### config.mk
export PLATFORM = sky130hd
export DESIGN_NAME = pc_sequencer
export DESIGN_NICKNAME = d
export VERILOG_FILES = /design/src/rtl/rv32i_pkg.sv /design/src/rtl/pc_next_calc.sv /design/src/rtl/pc_sequencer.sv
export SDC_FILE = /design/constraint.sdc
export NUM_CORES = 1
export LEC_CHECK = 0
export ABC_CLOCK_PERIOD_IN_PS = 5000
export BUFFER_PORTS_ARGS = -buffer_cell sky130_fd_sc_hd__buf_2
export CORE_MARGIN = 2
export CORE_UTILIZATION = 50
export DETAILED_ROUTE_END_ITERATION = 7
export HOLD_SLACK_MARGIN = 0.03
export PLACE_DENSITY = 0.9
export SYNTH_ARGS = -nofsm -noshare
export SYNTH_HDL_FRONTEND = slang
export SYNTH_SLANG_ARGS = --single-unit
### constraint.sdc
create_clock -name clk -period 5 [get_ports clk]
set_input_delay 1 -clock clk [delete_from_list [all_inputs] [get_ports clk]]
set_output_delay 1 -clock clk [all_outputs]
set_load 0.1 [all_outputs]
### src/rtl/rv32i_pkg.sv
// rtl/rv32i_pkg.sv - shared RV32I sequencer types, opcode constants and reset vector
package rv32i_pkg;

    typedef enum logic [2:0] {
        FETCH  = 3'd0,
        DECODE = 3'd1,
        EXEC   = 3'd2,
        MEM    = 3'd3,
        WB     = 3'd4,
        HALT   = 3'd5
    } pcseq_state_t;

    typedef enum logic [1:0] {
        PLUS4  = 2'd0,
        BRANCH = 2'd1,
        JALR   = 2'd2
    } pc_sel_t;

    localparam logic [6:0] OPC_LUI    = 7'b0110111;
    localparam logic [6:0] OPC_AUIPC  = 7'b0010111;
    localparam logic [6:0] OPC_JAL    = 7'b1101111;
    localparam logic [6:0] OPC_JALR   = 7'b1100111;
    localparam logic [6:0] OPC_BRANCH = 7'b1100011;
    localparam logic [6:0] OPC_LOAD   = 7'b0000011;
    localparam logic [6:0] OPC_STORE  = 7'b0100011;
    localparam logic [6:0] OPC_OPIMM  = 7'b0010011;
    localparam logic [6:0] OPC_OP     = 7'b0110011;
    localparam logic [6:0] OPC_FENCE  = 7'b0001111;
    localparam logic [6:0] OPC_SYSTEM = 7'b1110011;

    localparam logic [31:0] RESET_PC_DEFAULT = 32'h01000000;

    // True for opcodes that write a destination register at writeback.
    function automatic logic writes_rd(input logic [6:0] opc);
        case (opc)
            OPC_LUI, OPC_AUIPC, OPC_JAL, OPC_JALR,
            OPC_LOAD, OPC_OPIMM, OPC_OP: writes_rd = 1'b1;
            default:                     writes_rd = 1'b0;
        endcase
    endfunction

endpackage

### src/rtl/pc_next_calc.sv
// rtl/pc_next_calc.sv - combinational next-PC target and misalignment flag
import rv32i_pkg::*;

module pc_next_calc (
    input  pc_sel_t     sel,
    input  logic [31:0] current_pc,
    input  logic [31:0] imm,
    input  logic [31:0] rs1_val,
    output logic [31:0] target,
    output logic        misaligned
);

    // Target select; all sums wrap modulo 2^32, JALR clears bit 0.
    always_comb begin
        target = current_pc + 32'd4;
        case (sel)
            BRANCH:  target = current_pc + imm;
            JALR:    target = (rs1_val + imm) & ~32'h1;
            default: target = current_pc + 32'd4;
        endcase
        misaligned = (target[1:0] != 2'b00);
    end

endmodule

### src/rtl/pc_sequencer.sv
// rtl/pc_sequencer.sv - multicycle RV32I control sequencer (option: PC_MISALIGN_TRAP_EN)
import rv32i_pkg::*;

module pc_sequencer #(
    parameter logic [31:0] RESET_PC = RESET_PC_DEFAULT
) (
    input  logic        clk,
    input  logic        reset,
    input  logic [31:0] current_pc,
    input  logic        instr_valid,
    input  logic [6:0]  opcode,
    input  logic [31:0] imm,
    input  logic [31:0] rs1_val,
    input  logic        branch_taken,
    input  logic        mem_ready,
    output logic [31:0] next_pc,
    output logic        pc_we,
    output logic        ir_we,
    output logic        rf_we,
    output logic        mem_req,
    output logic [2:0]  state,
    output logic        halted,
    output logic        trap
);

    pcseq_state_t state_q;
    pcseq_state_t state_nxt;
    pc_sel_t      sel;
    logic [31:0]  target;
    logic         misaligned;
    logic         trap_now;

    // Choose which target the PC will take for the instruction in the IR.
    always_comb begin
        sel = PLUS4;
        case (opcode)
            OPC_JAL:    sel = BRANCH;
            OPC_BRANCH: sel = branch_taken ? BRANCH : PLUS4;
            OPC_JALR:   sel = JALR;
            default:    sel = PLUS4;
        endcase
    end

    pc_next_calc u_calc (
        .sel        (sel),
        .current_pc (current_pc),
        .imm        (imm),
        .rs1_val    (rs1_val),
        .target     (target),
        .misaligned (misaligned)
    );

`ifdef PC_MISALIGN_TRAP_EN
    logic trap_q;

    assign trap_now = (state_q == WB) && misaligned;

    // Sticky trap flag, cleared only by reset.
    always_ff @(posedge clk) begin
        if (reset) begin
            trap_q <= 1'b0;
        end else if (trap_now) begin
            trap_q <= 1'b1;
        end
    end

    assign trap    = trap_q;
    assign next_pc = reset ? RESET_PC : target;
`else
    assign trap_now = 1'b0;
    assign trap     = 1'b0;
    // A misaligned target is silently aligned down to a word boundary.
    assign next_pc  = reset ? RESET_PC
                    : (misaligned ? {target[31:2], 2'b00} : target);
`endif

    // State register; reset has priority over every other input.
    always_ff @(posedge clk) begin
        if (reset) begin
            state_q <= FETCH;
        end else begin
            state_q <= state_nxt;
        end
    end

    // Next-state decode.
    always_comb begin
        state_nxt = state_q;
        case (state_q)
            FETCH:   if (instr_valid) state_nxt = DECODE;
            DECODE:  state_nxt = (opcode == OPC_SYSTEM) ? HALT : EXEC;
            EXEC:    state_nxt = (opcode == OPC_LOAD || opcode == OPC_STORE) ? MEM : WB;
            MEM:     if (mem_ready) state_nxt = WB;
            WB:      state_nxt = trap_now ? HALT : FETCH;
            HALT:    state_nxt = HALT;
            default: state_nxt = FETCH;
        endcase
    end

    // Strobes decoded from registered state; ir_we also needs instr_valid.
    always_comb begin
        pc_we   = (state_q == WB) && !trap_now;
        rf_we   = (state_q == WB) && !trap_now && writes_rd(opcode);
        mem_req = (state_q == MEM);
        ir_we   = (state_q == FETCH) && instr_valid && !reset;
        halted  = (state_q == HALT);
        state   = state_q;
    end

endmodule

==> PnR_summary.wiki, run 1 <==
{| class="wikitable"
! Metric !! Value
|-
| Nature of the critical path endpoint || output pin
|-
| Detail Route Antenna Nets || 0
|-
| Total global routing track utilization || 29.5%
|-
| Power Density || 144 nW/um^2
|-
| Fraction of final layout cells sized beyond drive strength 1 || 26.6%
|-
| Data arrival time of the worst path || 3.89 ns
|-
| Count of flip-flops with a built-in enable after synthesis || 0
|-
| CP Cell Sequence || buf_2 > ha_1 > a2111oi_4 > o21ai_2 > a2111oi_4 > o31ai_4 > a221oi_2 > xnor2_1 > a22o_1 > mux2i_1 > nor2_2 > buf_12
|-
| Wire length per cell || about 17 um
|-
| Final GP Congestion || around 1
|-
| Largest net degree at the start of global routing || 33
|-
| Diodes inserted || 0
|-
| Delay of the slowest cell on the worst path || 0.45 ns
|-
| Final Worst Setup Slack || around 0.11 ns
|-
| Highest fanout seen on the critical path || 5
|-
| Total iterations of the first detailed-routing run || 5
|-
| Worst Clk Skew || 0.00278 ns
|-
| # placed instances || 909
|-
| Count of placed standard cells in the final layout, fillers left out || just over 900
|-
| DPL Wire Length || 12.7 mm
|-
| Worst-path clk slew || 0.03 ns
|-
| Post-layout nets || roughly 980
|-
| Depth of the worst register-to-register path || 4
|-
| Number of buffers inserted during clock tree synthesis || 3
|-
| Crit path launch type || input port
|-
| Number of flip-flops in the largest register || 3
|-
| Number of vias after detailed routing || 5858
|-
| Static leakage power || 2.75 nW
|-
| Die extent in y || 99.9 um
|-
| Proportion of register bits with asynchronous set or reset after synthesis || 0%
|-
| Starting DRC count in detailed routing || roughly 420
|-
| Maximum level of the CTS H-tree || 1
|-
| Cell area after synthesis || 4590 sq um
|-
| Overall Power || 0.875 mW
|-
| Max cap viols || 0
|-
| Number of pins exceeding their max-slew limit in the final report || 0
|-
| Endpoint required time on the critical path || 4.00 ns
|-
| Library cell appearing most often on the critical path || a2111oi_4
|-
| Root buffer cell || clkbuf_8
|-
| Post-synthesis cell type count || 60
|-
| Full die area || 9970 sq um
|-
| Starting Density || 52.2%
|-
| Endpoints failing hold || 0
|-
| Post-Synthesis Cells || 665
|-
| Wire length of the first global-routing pass || 24.8 mm
|-
| Grt total ovfl || 0
|-
| Period utilisation layout || a little under 100%
|-
| Routed WL || 15.7 mm
|-
| Cell area reported after detailed placement || 5970 sq um
|-
| Number of cells on the worst hold path || 1
|-
| Die X || 99.9 um
|-
| Critical path type || in2out
|-
| CTS tree || built
|-
| Post-Route Hold Slack || between 0.6 and 0.7 ns
|-
| Number of global-route vias before repair || 5377
|-
| Clk buf depth || 2
|-
| Fraction of the yosys area taken by sequential cells || 1.31%
|-
| Number of placement rows || 34
|-
| Final routed DRC violation total || 0
|-
| Path category of the worst min-delay check || reg2reg
|-
| Tightest slew margin relative to the limit || 53.8%
|-
| Mean post-synth cell area || 6.91 sq um
|-
| Worst supply voltage drop on vdd || 0.0867 mV
|-
| Setup slack at placement || 0.0342 ns
|-
| Timing-limited maximum frequency || 205 MHz
|-
| Warnings from Yosys || 0
|-
| Number of buffers inserted for hold repair after clock tree synthesis || 0
|-
| Avg Vias per Cell || 6.41
|-
| Synthesis-to-finish area growth || 32.3%
|-
| Run status || finished clean
|-
| Number of buffers inserted by port buffering || around 150
|-
| Post-Layout Inst Area || 6080 sq um
|-
| TritonCTS Sinks || 3
|-
| Initial antenna violation count || 0
|-
| Worst skew pair latency || 0.21 ns
|-
| Library cell contributing the largest single delay on the critical path || a2111oi_4
|-
| Area of the core region || about 8800 sq um
|-
| Ys flop type || dfxtp_1
|-
| Slew at the pin closest to its max-slew limit || 0.694 ns
|-
| Total setup violations reported at the end of the flow || 0
|-
| Post-route minimum period || 4.89 ns
|-
| Count of state elements after synthesis || 3
|-
| I/O pin total || 149
|}
cell families after synthesis:
group	count (synthesis)	synth area share (%)
DFF	3	1.31
xor gates and xnor gates	74	14.1
other	1	0.0816
adders and majority gates	66	18.3
buffers and inverters	45	4.00
AOI/OAI and AO/OA	263	39.3
and+or+nand+nor	210	22.2
muxes	3	0.654
report_power, final:
| group | total (mW) | internal (mW) | switching [mW] |
|---|---|---|---|
| logic | 0.779 | 0.295 | 0.484 |
| clock network | 0.0688 | 0.0542 | 0.0145 |
| registers | 0.0277 | 0.0254 | 0.00228 |
worst paths after layout:
kind                                    start     endpoint  slack, ns
worst max-delay path            current_pc[4]  next_pc[23]       0.11
worst min-delay path                 state[2]     state[1]       0.60
worst max register to register       state[0]     state[2]       3.69
worst min register to register       state[2]     state[1]       0.60
worst max-delay path: cells and delay by family:
| kind | cells | cell delay (ns) |
|---|---|---|
| AO/OA/AOI/OAI | 6 | 1.76 |
| adder cells (fa/ha/maj) | 1 | 0.39 |
| buffers and inverters | 2 | 0.33 |
| XOR/XNOR | 1 | 0.18 |
| AND/OR/NAND/NOR | 1 | 0.15 |
| multiplexers | 1 | 0.08 |
Yosys cell counts, types with 7 or more instances:
| master | count | area share, % |
|---|---|---|
| a31oi_1 | 8 | 1.1 |
| or3_1 | 7 | 0.95 |
| nor3_1 | 15 | 1.6 |
| o21ai_0 | 32 | 3.5 |
| o21a_1 | 12 | 2.0 |
| clkbuf_1 | 23 | 1.9 |
| a221oi_1 | 22 | 4.2 |
| nand4_1 | 12 | 1.6 |
| a211oi_1 | 32 | 5.2 |
| o211ai_1 | 7 | 1.1 |
| a21oi_1 | 74 | 8.1 |
| xor2_1 | 27 | 5.1 |
| xnor2_1 | 47 | 9.0 |
| inv_1 | 16 | 1.3 |
| a21o_1 | 31 | 5.1 |
| and3_1 | 17 | 2.3 |
| nand2_1 | 50 | 4.1 |
| nand3_1 | 21 | 2.3 |
| nor2b_1 | 7 | 0.95 |
| ha_1 | 64 | 17 |
| nor2_1 | 56 | 4.6 |
layout by cell type (no fill, tap or decap), types with 7 or more instances in the layout:
cell type,netlist,layout
a211oi_1,32,10
a211oi_2,0,16
a21o_1,31,31
a21oi_1,74,70
a221oi_1,22,19
and3_1,17,17
buf_12,0,20
buf_2,3,125
buf_4,3,17
ha_1,64,63
inv_1,16,16
nand2_1,50,50
nand3_1,21,21
nand4_1,12,12
nor2_1,56,55
nor2b_1,7,7
nor3_1,15,14
o211ai_1,7,7
o21a_1,12,12
o21ai_0,32,30
or3_1,7,7
xnor2_1,47,47
xor2_1,27,27
stage by stage:
stage / setup TNS, ns / utilization (%)
2_1_floorplan: -0.255 / -
3_3_place_gp: 0 / 67.7
3_5_place_dp: 0 / 67.7
4_1_cts: 0 / 68.3
5_1_grt: -0.0370 / 69.0
6_report: 0 / 69.0
per-layer routing:
layer / GRT usage, % / share of wire (%) / up-vias
met2: 50.9 / 47 / 343
met5: 0 / 0 / -
met3: 2.37 / 7.9 / 47
met1: 38.6 / 42 / 2653
met4: 10.6 / 3.0 / 0
li1: - / - / 2815
layout make-up:
type | count | area (sq um)
Timing Repair Buffer | 164 | 1170
Inverter | 16 | 60.1
Tap cell | 108 | 135
Multi-Input combinational cell | 619 | 4610
Clock buffer | 4 | 45.0
Sequential cell | 3 | 60.1
Fill cell | 729 | 2730
what timing repair did:
item                                    CTS  global route
buffers inserted                          0             1
endpoints found under the setup margin    0            12
resized for setup                         0            14
(Power assumes the default switching activity.)
==> inputs of run 2 (changes only) <==
--- a/config.mk
+++ b/config.mk
@@ -5,13 +5,14 @@
 export SDC_FILE = /design/constraint.sdc
 export NUM_CORES = 1
 export LEC_CHECK = 0
-export ABC_CLOCK_PERIOD_IN_PS = 5000
+export ABC_CLOCK_PERIOD_IN_PS = 5500
 export BUFFER_PORTS_ARGS = -buffer_cell sky130_fd_sc_hd__buf_2
 export CORE_MARGIN = 2
-export CORE_UTILIZATION = 50
+export CORE_UTILIZATION = 35
 export DETAILED_ROUTE_END_ITERATION = 7
 export HOLD_SLACK_MARGIN = 0.03
-export PLACE_DENSITY = 0.9
+export PLACE_DENSITY = 0.7
+export SKIP_LAST_GASP = 1
 export SYNTH_ARGS = -nofsm -noshare
 export SYNTH_HDL_FRONTEND = slang
 export SYNTH_SLANG_ARGS = --single-unit
==> constraint.sdc (replaced) <==
create_clock -name clk -period 5.5 [get_ports clk]
set_input_delay 1.1 -clock clk [delete_from_list [all_inputs] [get_ports clk]]
set_output_delay 1.1 -clock clk [all_outputs]
set_load 0.1 [all_outputs]
==> run 2 against run 1 <==
  * Sequential cell count is the same
  * Non-clock buffer count shrank 11
  * Largest cell class unchanged
  * Via count shrank 6.1%
  * Largest power group unchanged
  * Worst setup slack gained 0.10 ns
  * Sequential share of layout area is essentially flat
  * Cell count grew 5.8%
  * Cell area shrank 4.5%
  * Combinational power shrank 16%
  * Clock power grew 73%
==> PnR_summary.wiki, run 2 (synthesis results as in run 1) <==
{| class="wikitable"
! Metric !! Value
|-
| GR met1 Demand/Resource || 30.2% (-8.4 points)
|-
| Number of buffers inserted during clock tree synthesis || 3 (unchanged)
|-
| CTS tree || built
|-
| Diodes inserted || 0 (unchanged)
|-
| Starting Density || 36.1% (-16 points)
|-
| Endpoint with the worst hold slack || state[1]
|-
| Total iterations of the first detailed-routing run || 7 (+2)
|-
| Number of global-route vias before repair || 5132 (-4.6%)
|-
| # placed instances || 963 (+5.9%)
|-
| I/O pin total || 149 (unchanged)
|-
| Post-route minimum period || 5.28 ns
|-
| Endpoints failing hold || 0 (unchanged)
|-
| Crit path launch type || input port
|-
| Largest net degree at the start of global routing || 36 (+9.1%)
|-
| Nature of the critical path endpoint || output pin
|-
| Delay of the slowest cell on the worst path || 0.46 ns (about the same)
|-
| CP Cell Sequence || buf_2 > inv_1 > fa_1 > nand2b_1 > a21oi_1 > o21ai_0 > a21oi_1 > a211oi_1 > o21ai_1 > a31oi_1 > or3_1 > a311oi_2 > buf_12
|-
| Max cap viols || 0 (unchanged)
|-
| Period utilisation layout || 96.1%
|-
| Final GP Congestion || 0.894 (-11%)
|-
| Critical path type || in2out
|-
| Full die area || 14100 sq um (+41%)
|-
| Commonest non-fill, non-tap cells in the layout || 138 x buf_2, 74 x a21oi_1, 63 x ha_1
|-
| Area of the core region || 12700 sq um (+44%)
|-
| Depth of the worst register-to-register path || 4 (unchanged)
|-
| Gr busiest metal || met2
|-
| Grt total ovfl || 0 (unchanged)
|-
| Cell family with most CP delay || compound AO/OA/AOI/OAI gates
|-
| Number of vias after detailed routing || 5498 (-6.1%)
|-
| Startpoint of the lowest-slack hold path || state[2]
|-
| Number of buffers inserted for hold repair after clock tree synthesis || 0 (unchanged)
|-
| Worst-path clk slew || 0.03 ns (about the same)
|-
| Final cell utilization of the core || 45.6% (-23 points)
|-
| Number of buffers inserted by port buffering || 145 (unchanged)
|-
| Wire length per cell || 15.5 um (-9.3%)
|-
| Routed WL || 15.0 mm (-4.0%)
|-
| Slew at the pin closest to its max-slew limit || 1.01 ns (+0.317 ns)
|-
| Cell area reported after detailed placement || 5720 sq um (-4.0%)
|-
| Clk buf depth || 2 (unchanged)
|-
| Post-CTS Setup Inserts || 0 (unchanged)
|-
| Total setup violations reported at the end of the flow || 0 (unchanged)
|-
| DPL Wire Length || 12.4 mm (-1.6%)
|-
| Synthesis-to-finish area growth || 26.3%
|-
| Post-layout nets || 970 (-1.1%)
|-
| Fraction of final layout cells sized beyond drive strength 1 || 24.4% (-2.1 points)
|-
| Number of pins exceeding their max-slew limit in the final report || 0 (unchanged)
|-
| TritonCTS Sinks || 3 (unchanged)
|-
| Starting DRC count in detailed routing || 358 (-15%)
|-
| Global routing met2 resource utilization || 32.8% (-18 points)
|-
| Data arrival time of the worst path || 4.18 ns (+0.29 ns)
|-
| Endpoint required time on the critical path || 4.40 ns (+0.40 ns)
|-
| Post-cts repair resize count || 0 (unchanged)
|-
| Run status || finished clean
|-
| Power Density || 138 nW/um^2 (-4.1%)
|-
| Capture point of the worst reg-to-reg path || state[2]
|-
| Worst Clk Skew || 0.00283 ns (+0.0000497 ns)
|-
| R2r startpoint || state[0]
|-
| Total global routing track utilization || 20.8% (-8.8 points)
|-
| Sum of buffers and inverters on the critical path || 3 (+1)
|-
| Static leakage power || 2.64 nW (-4.0%)
|-
| Root buffer cell || clkbuf_16
|-
| Library cell appearing most often on the critical path || a21oi_1
|-
| Most common library cell in the layout ignoring fill and taps || buf_2
|-
| Met3 track utilization from global routing || 2.22% (-0.15 points)
|-
| Setup repair after global routing missed its margin || false
|-
| Tightest slew margin relative to the limit || 32.6% (-21 points)
|-
| Filler cells || 1385 (+90%)
|-
| Post-Layout Inst Area || 5800 sq um (-4.5%)
|-
| Avg Vias per Cell || 5.69 (-11%)
|-
| Number of cells on the worst hold path || 1 (unchanged)
|-
| Setup slack, reg-to-reg || 4.16 ns (+0.47 ns)
|-
| Detail Route Antenna Nets || 0 (unchanged)
|-
| Initial antenna violation count || 0 (unchanged)
|-
| Library cell contributing the largest single delay on the critical path || fa_1
|-
| Timing-limited maximum frequency || 189 MHz
|-
| Setup TNS || 0 ns (unchanged)
|-
| Post-Route Hold Slack || 0.614 ns (+0.0103 ns)
|-
| Final routed DRC violation total || 0 (unchanged)
|-
| Worst supply voltage drop on vdd || 0.222 mV (+160%)
|-
| Worst skew pair latency || 0.23 ns (+0.02 ns)
|-
| Wire length of the first global-routing pass || 25.0 mm (+0.75%)
|-
| Highest fanout seen on the critical path || 4 (-1)
|-
| Maximum level of the CTS H-tree || 1 (unchanged)
|-
| Die X || 119 um (+19%)
|-
| Number of flip-flops in the largest register || 3 (unchanged)
|-
| Path category of the worst min-delay check || reg2reg
|-
| Count of placed standard cells in the final layout, fillers left out || 967 (+5.8%)
|-
| Number of placement rows || 41 (+21%)
|-
| Die extent in y || 119 um (+19%)
|}
run 2: how the worst max path moves through the flow:
stage                             start     endpoint  slack, ns  cells after the start
after detailed placement         imm[1]  next_pc[26]       0.30                     13
after global placement    current_pc[4]  next_pc[21]       0.33                     11
final                            imm[1]  next_pc[26]       0.22                     13
after global routing             imm[1]  next_pc[26]       0.02                     13
after CTS                        imm[1]  next_pc[26]       0.27                     13
after floorplan           current_pc[4]  next_pc[25]       0.03                     10
run 2: cell type report:
cell class | instances | area [sq um] | area share (%)
multi-input cells | 619 | 4500 | 77.5
repair buffers | 153 | 891 | 15.4
well taps | 172 | 215 | 3.71
clock buffers | 4 | 78.8 | 1.36
flip-flops and latches | 3 | 60.1 | 1.03
inverters | 16 | 60.1 | 1.03
run 2: worst register-to-register path, delay by kind of cell (launching register included):
kind,cells,cell delay (ns)
compound gates,1,0.35
flops,1,0.43
simple gates,3,0.44
run 2: stage by stage:
step	setup slack [ns]	power [mW]
final	0.216	0.802
after global routing	0.0220	0.868
after CTS	0.271	0.799
after detailed placement	0.296	0.674
after global placement	0.326	0.672
after floorplan	0.0338	0.517
run 2: per-layer routing:
metal,vias up,routed length (um)
met4,0,236
li1,2794,-
met1,2487,7300
met5,-,0
met2,194,6550
met3,23,937
run 2: where the power goes:
| part | switching (mW) | leakage (nW) | internal (mW) |
|---|---|---|---|
| combinational | 0.416 | 2.58 | 0.241 |
| sequential | 0.00221 | 0.0245 | 0.0231 |
| clock | 0.0234 | 0.0382 | 0.0960 |
==> inputs of run 3 (changes only) <==
--- a/config.mk
+++ b/config.mk
@@ -7,10 +7,10 @@
 export LEC_CHECK = 0
 export ABC_CLOCK_PERIOD_IN_PS = 5500
 export BUFFER_PORTS_ARGS = -buffer_cell sky130_fd_sc_hd__buf_2
-export CORE_MARGIN = 2
+export CORE_MARGIN = 3
 export CORE_UTILIZATION = 35
 export DETAILED_ROUTE_END_ITERATION = 7
-export HOLD_SLACK_MARGIN = 0.03
+export HOLD_SLACK_MARGIN = 0.02
 export PLACE_DENSITY = 0.7
 export SKIP_LAST_GASP = 1
 export SYNTH_ARGS = -nofsm -noshare
==> run 3 against run 2 <==
  * Register-to-register slack about the same
  * Utilization rose by 0.20 points
  * Clock skew decreased by 0.0026 ns
  * Sequential power barely moved
  * Cell area increased by 0.43%
  * Wire length grew 2.2%
  * Total power up 0.22%
  * Global-route usage down 0.27 points
  * Count of clock-buffer cells in the layout did not move
  * Fmax decreased by 0.36%
==> PnR_summary.wiki, run 3 (synthesis results as in run 1) <==
{| class="wikitable"
! Metric !! Value
|-
| Run status || finished clean
|-
| Static leakage power || 2.63 nW (-0.12%)
|-
| Endpoint required time on the critical path || 4.40 ns (about the same)
|-
| Sum of buffers and inverters on the critical path || 3 (unchanged)
|-
| Die extent in y || 121 um (+1.7%)
|-
| Synthesis-to-finish area growth || 26.9%
|-
| Library cell appearing most often on the critical path || buf_2
|-
| Total global routing track utilization || 20.5% (-0.27 points)
|-
| Critical path type || in2out
|-
| Max cap viols || 0 (unchanged)
|-
| Final routed DRC violation total || 0 (unchanged)
|-
| Area of the core region || 12700 sq um (unchanged)
|-
| Delay of the slowest cell on the worst path || 0.42 ns (-0.04 ns)
|-
| Setup repair after global routing missed its margin || false
|-
| Depth of the worst register-to-register path || 4 (unchanged)
|-
| Final Worst Setup Slack || 0.197 ns (-0.0193 ns)
|-
| Number of buffers inserted during clock tree synthesis || 3 (unchanged)
|-
| Capture point of the worst reg-to-reg path || state[2]
|-
| Filler cells || 1347 (-2.7%)
|-
| Highest fanout seen on the critical path || 4 (unchanged)
|-
| Path category of the worst min-delay check || reg2reg
|-
| Timing-limited maximum frequency || 189 MHz (-0.36%)
|-
| Wire length per cell || 15.9 um (+2.2%)
|-
| Worst Clk Skew || 0.000272 ns (-0.00256 ns)
|-
| Data arrival time of the worst path || 4.20 ns (+0.02 ns)
|-
| Initial antenna violation count || 0 (unchanged)
|-
| Clk buf depth || 2 (unchanged)
|-
| Final GP Congestion || 0.939 (+5.1%)
|-
| Nature of the critical path endpoint || output pin
|-
| Fraction of final layout cells sized beyond drive strength 1 || 24.7% (+0.25 points)
|-
| Number of cells on the worst hold path || 1 (unchanged)
|-
| Number of buffers inserted for hold repair after clock tree synthesis || 0 (unchanged)
|-
| Setup slack at placement || 0.269 ns (-0.0267 ns)
|-
| R2r startpoint || state[0]
|-
| Endpoints failing hold || 0 (unchanged)
|-
| Commonest non-fill, non-tap cells in the layout || 137 x buf_2, 73 x a21oi_1, 63 x ha_1
|-
| Overall Power || 0.803 mW (+0.22%)
|-
| Number of vias after detailed routing || 5553 (+1.0%)
|-
| Startpoint of the lowest-slack hold path || state[2]
|-
| Number of placement rows || 41 (unchanged)
|-
| # placed instances || 963 (unchanged)
|-
| Avg Vias per Cell || 5.74 (+1.0%)
|-
| Wire length of the first global-routing pass || 25.2 mm (+0.86%)
|-
| Total setup violations reported at the end of the flow || 0 (unchanged)
|-
| Starting DRC count in detailed routing || 473 (+32%)
|-
| CTS tree || built
|-
| Post-route minimum period || 5.30 ns (+0.0193 ns)
|-
| Number of global-route vias before repair || 5233 (+2.0%)
|-
| Diodes inserted || 0 (unchanged)
|-
| Crit path launch type || input port
|-
| Setup slack, reg-to-reg || 4.17 ns (about the same)
|-
| Most common library cell in the layout ignoring fill and taps || buf_2
|-
| Die X || 121 um (+1.7%)
|-
| Slew at the pin closest to its max-slew limit || 1.02 ns (+0.00523 ns)
|-
| Worst supply voltage drop on vdd || 0.217 mV (-2.6%)
|-
| Maximum level of the CTS H-tree || 1 (unchanged)
|-
| Cell family with most CP delay || compound AO/OA/AOI/OAI gates
|-
| Full die area || 14500 sq um (+3.4%)
|-
| Area occupied by multi-input gates || 4510 sq um (+0.22%)
|-
| CP Cell Sequence || buf_2 > ha_1 > inv_1 > fa_1 > nor2b_1 > o31a_1 > or3_1 > a21oi_1 > o21ai_0 > a311oi_1 > nor2_1 > a221oi_1 > a211oi_2 > buf_2
|-
| Detail Route Antenna Nets || 0 (unchanged)
|-
| Count of placed standard cells in the final layout, fillers left out || 967 (unchanged)
|-
| Grt total ovfl || 0 (unchanged)
|-
| Starting Density || 36.1% (unchanged)
|-
| TritonCTS Sinks || 3 (unchanged)
|-
| I/O pin total || 149 (unchanged)
|-
| Number of buffers inserted by port buffering || 145 (unchanged)
|-
| Setup TNS || 0 ns (unchanged)
|-
| Largest net degree at the start of global routing || 36 (unchanged)
|-
| Post-layout nets || 970 (unchanged)
|-
| Period utilisation layout || 96.4% (+0.35 points)
|-
| DPL Wire Length || 12.7 mm (+2.3%)
|-
| Worst skew pair latency || 0.22 ns (about the same)
|-
| Number of pins exceeding their max-slew limit in the final report || 0 (unchanged)
|-
| Endpoint with the worst hold slack || state[1]
|-
| Number of flip-flops in the largest register || 3 (unchanged)
|-
| Tightest slew margin relative to the limit || 32.3% (-0.35 points)
|-
| Area occupied by registers || 60.1 sq um (unchanged)
|-
| Power Density || 138 nW/um^2 (-0.22%)
|-
| Routed WL || 15.4 mm (+2.2%)
|-
| Post-CTS Setup Inserts || 0 (unchanged)
|-
| Root buffer cell || clkbuf_16
|-
| Total iterations of the first detailed-routing run || 5 (-2)
|-
| Library cell contributing the largest single delay on the critical path || a311oi_1
|-
| Worst-path clk slew || 0.03 ns (about the same)
|}
-- run 3: cell types whose count changed in the layout (fill, tap and decap cells not counted) --
cell / previous run / this run
o31ai_1: 3 / 2
o31ai_2: 1 / 2
buf_12: 7 / 8
a2111oi_1: 0 / 1
a21oi_2: 0 / 1
a2111oi_0: 3 / 2
a21oi_1: 74 / 73
buf_2: 138 / 137
-- run 3: power breakdown --
| part | total (mW) | switching (mW) | leakage (nW) | internal, mW |
|---|---|---|---|---|
| combinational | 0.663 | 0.420 | 2.57 | 0.243 |
| sequential | 0.0254 | 0.00231 | 0.0245 | 0.0231 |
| clock | 0.115 | 0.0189 | 0.0382 | 0.0956 |
-- run 3: area by class of cell --
type	instances	area share [%]
well taps	172	3.69
repair buffers	153	15.5
flip-flops and latches	3	1.03
multi-input cells	619	77.4
inverters	16	1.03
clock buffers	4	1.35
-- run 3: worst max path at each step --
stage	from	slack [ns]	depth (start not counted)	endpoint
global placement	imm[0]	0.31	14	next_pc[14]
finish	imm[0]	0.20	14	next_pc[14]
floorplan	current_pc[4]	0.03	10	next_pc[25]
detailed placement	imm[0]	0.27	14	next_pc[14]
CTS	imm[0]	0.25	14	next_pc[14]
global route	imm[0]	0.03	14	next_pc[14]
-- run 3: metrics by stage --
step / hold slack [ns] / util, % / cell area, sq um
after global routing: 0.674 / 45.8 / 5830
after global placement: 0.594 / 45.1 / 5740
after floorplan: 1.06 / - / 4740
final: 0.623 / 45.8 / 5830
after CTS: 0.612 / 45.7 / 5820
after detailed placement: 0.600 / 45.1 / 5740
-- run 3: what timing repair did --
item / in CTS / in global routing
endpoints found under the setup margin: 0 / 3
gates resized for setup: 0 / 3
endpoints found under the hold margin: 0 / 0
-- run 3: layer usage --
| metal | GRT usage, % | share of wire [%] |
|---|---|---|
| met4 | 2.62 | 0.77 |
| met5 | 0 | 0 |
| met1 | 29.8 | 47 |
| met2 | 33.4 | 44 |
| met3 | 2.39 | 7.6 |
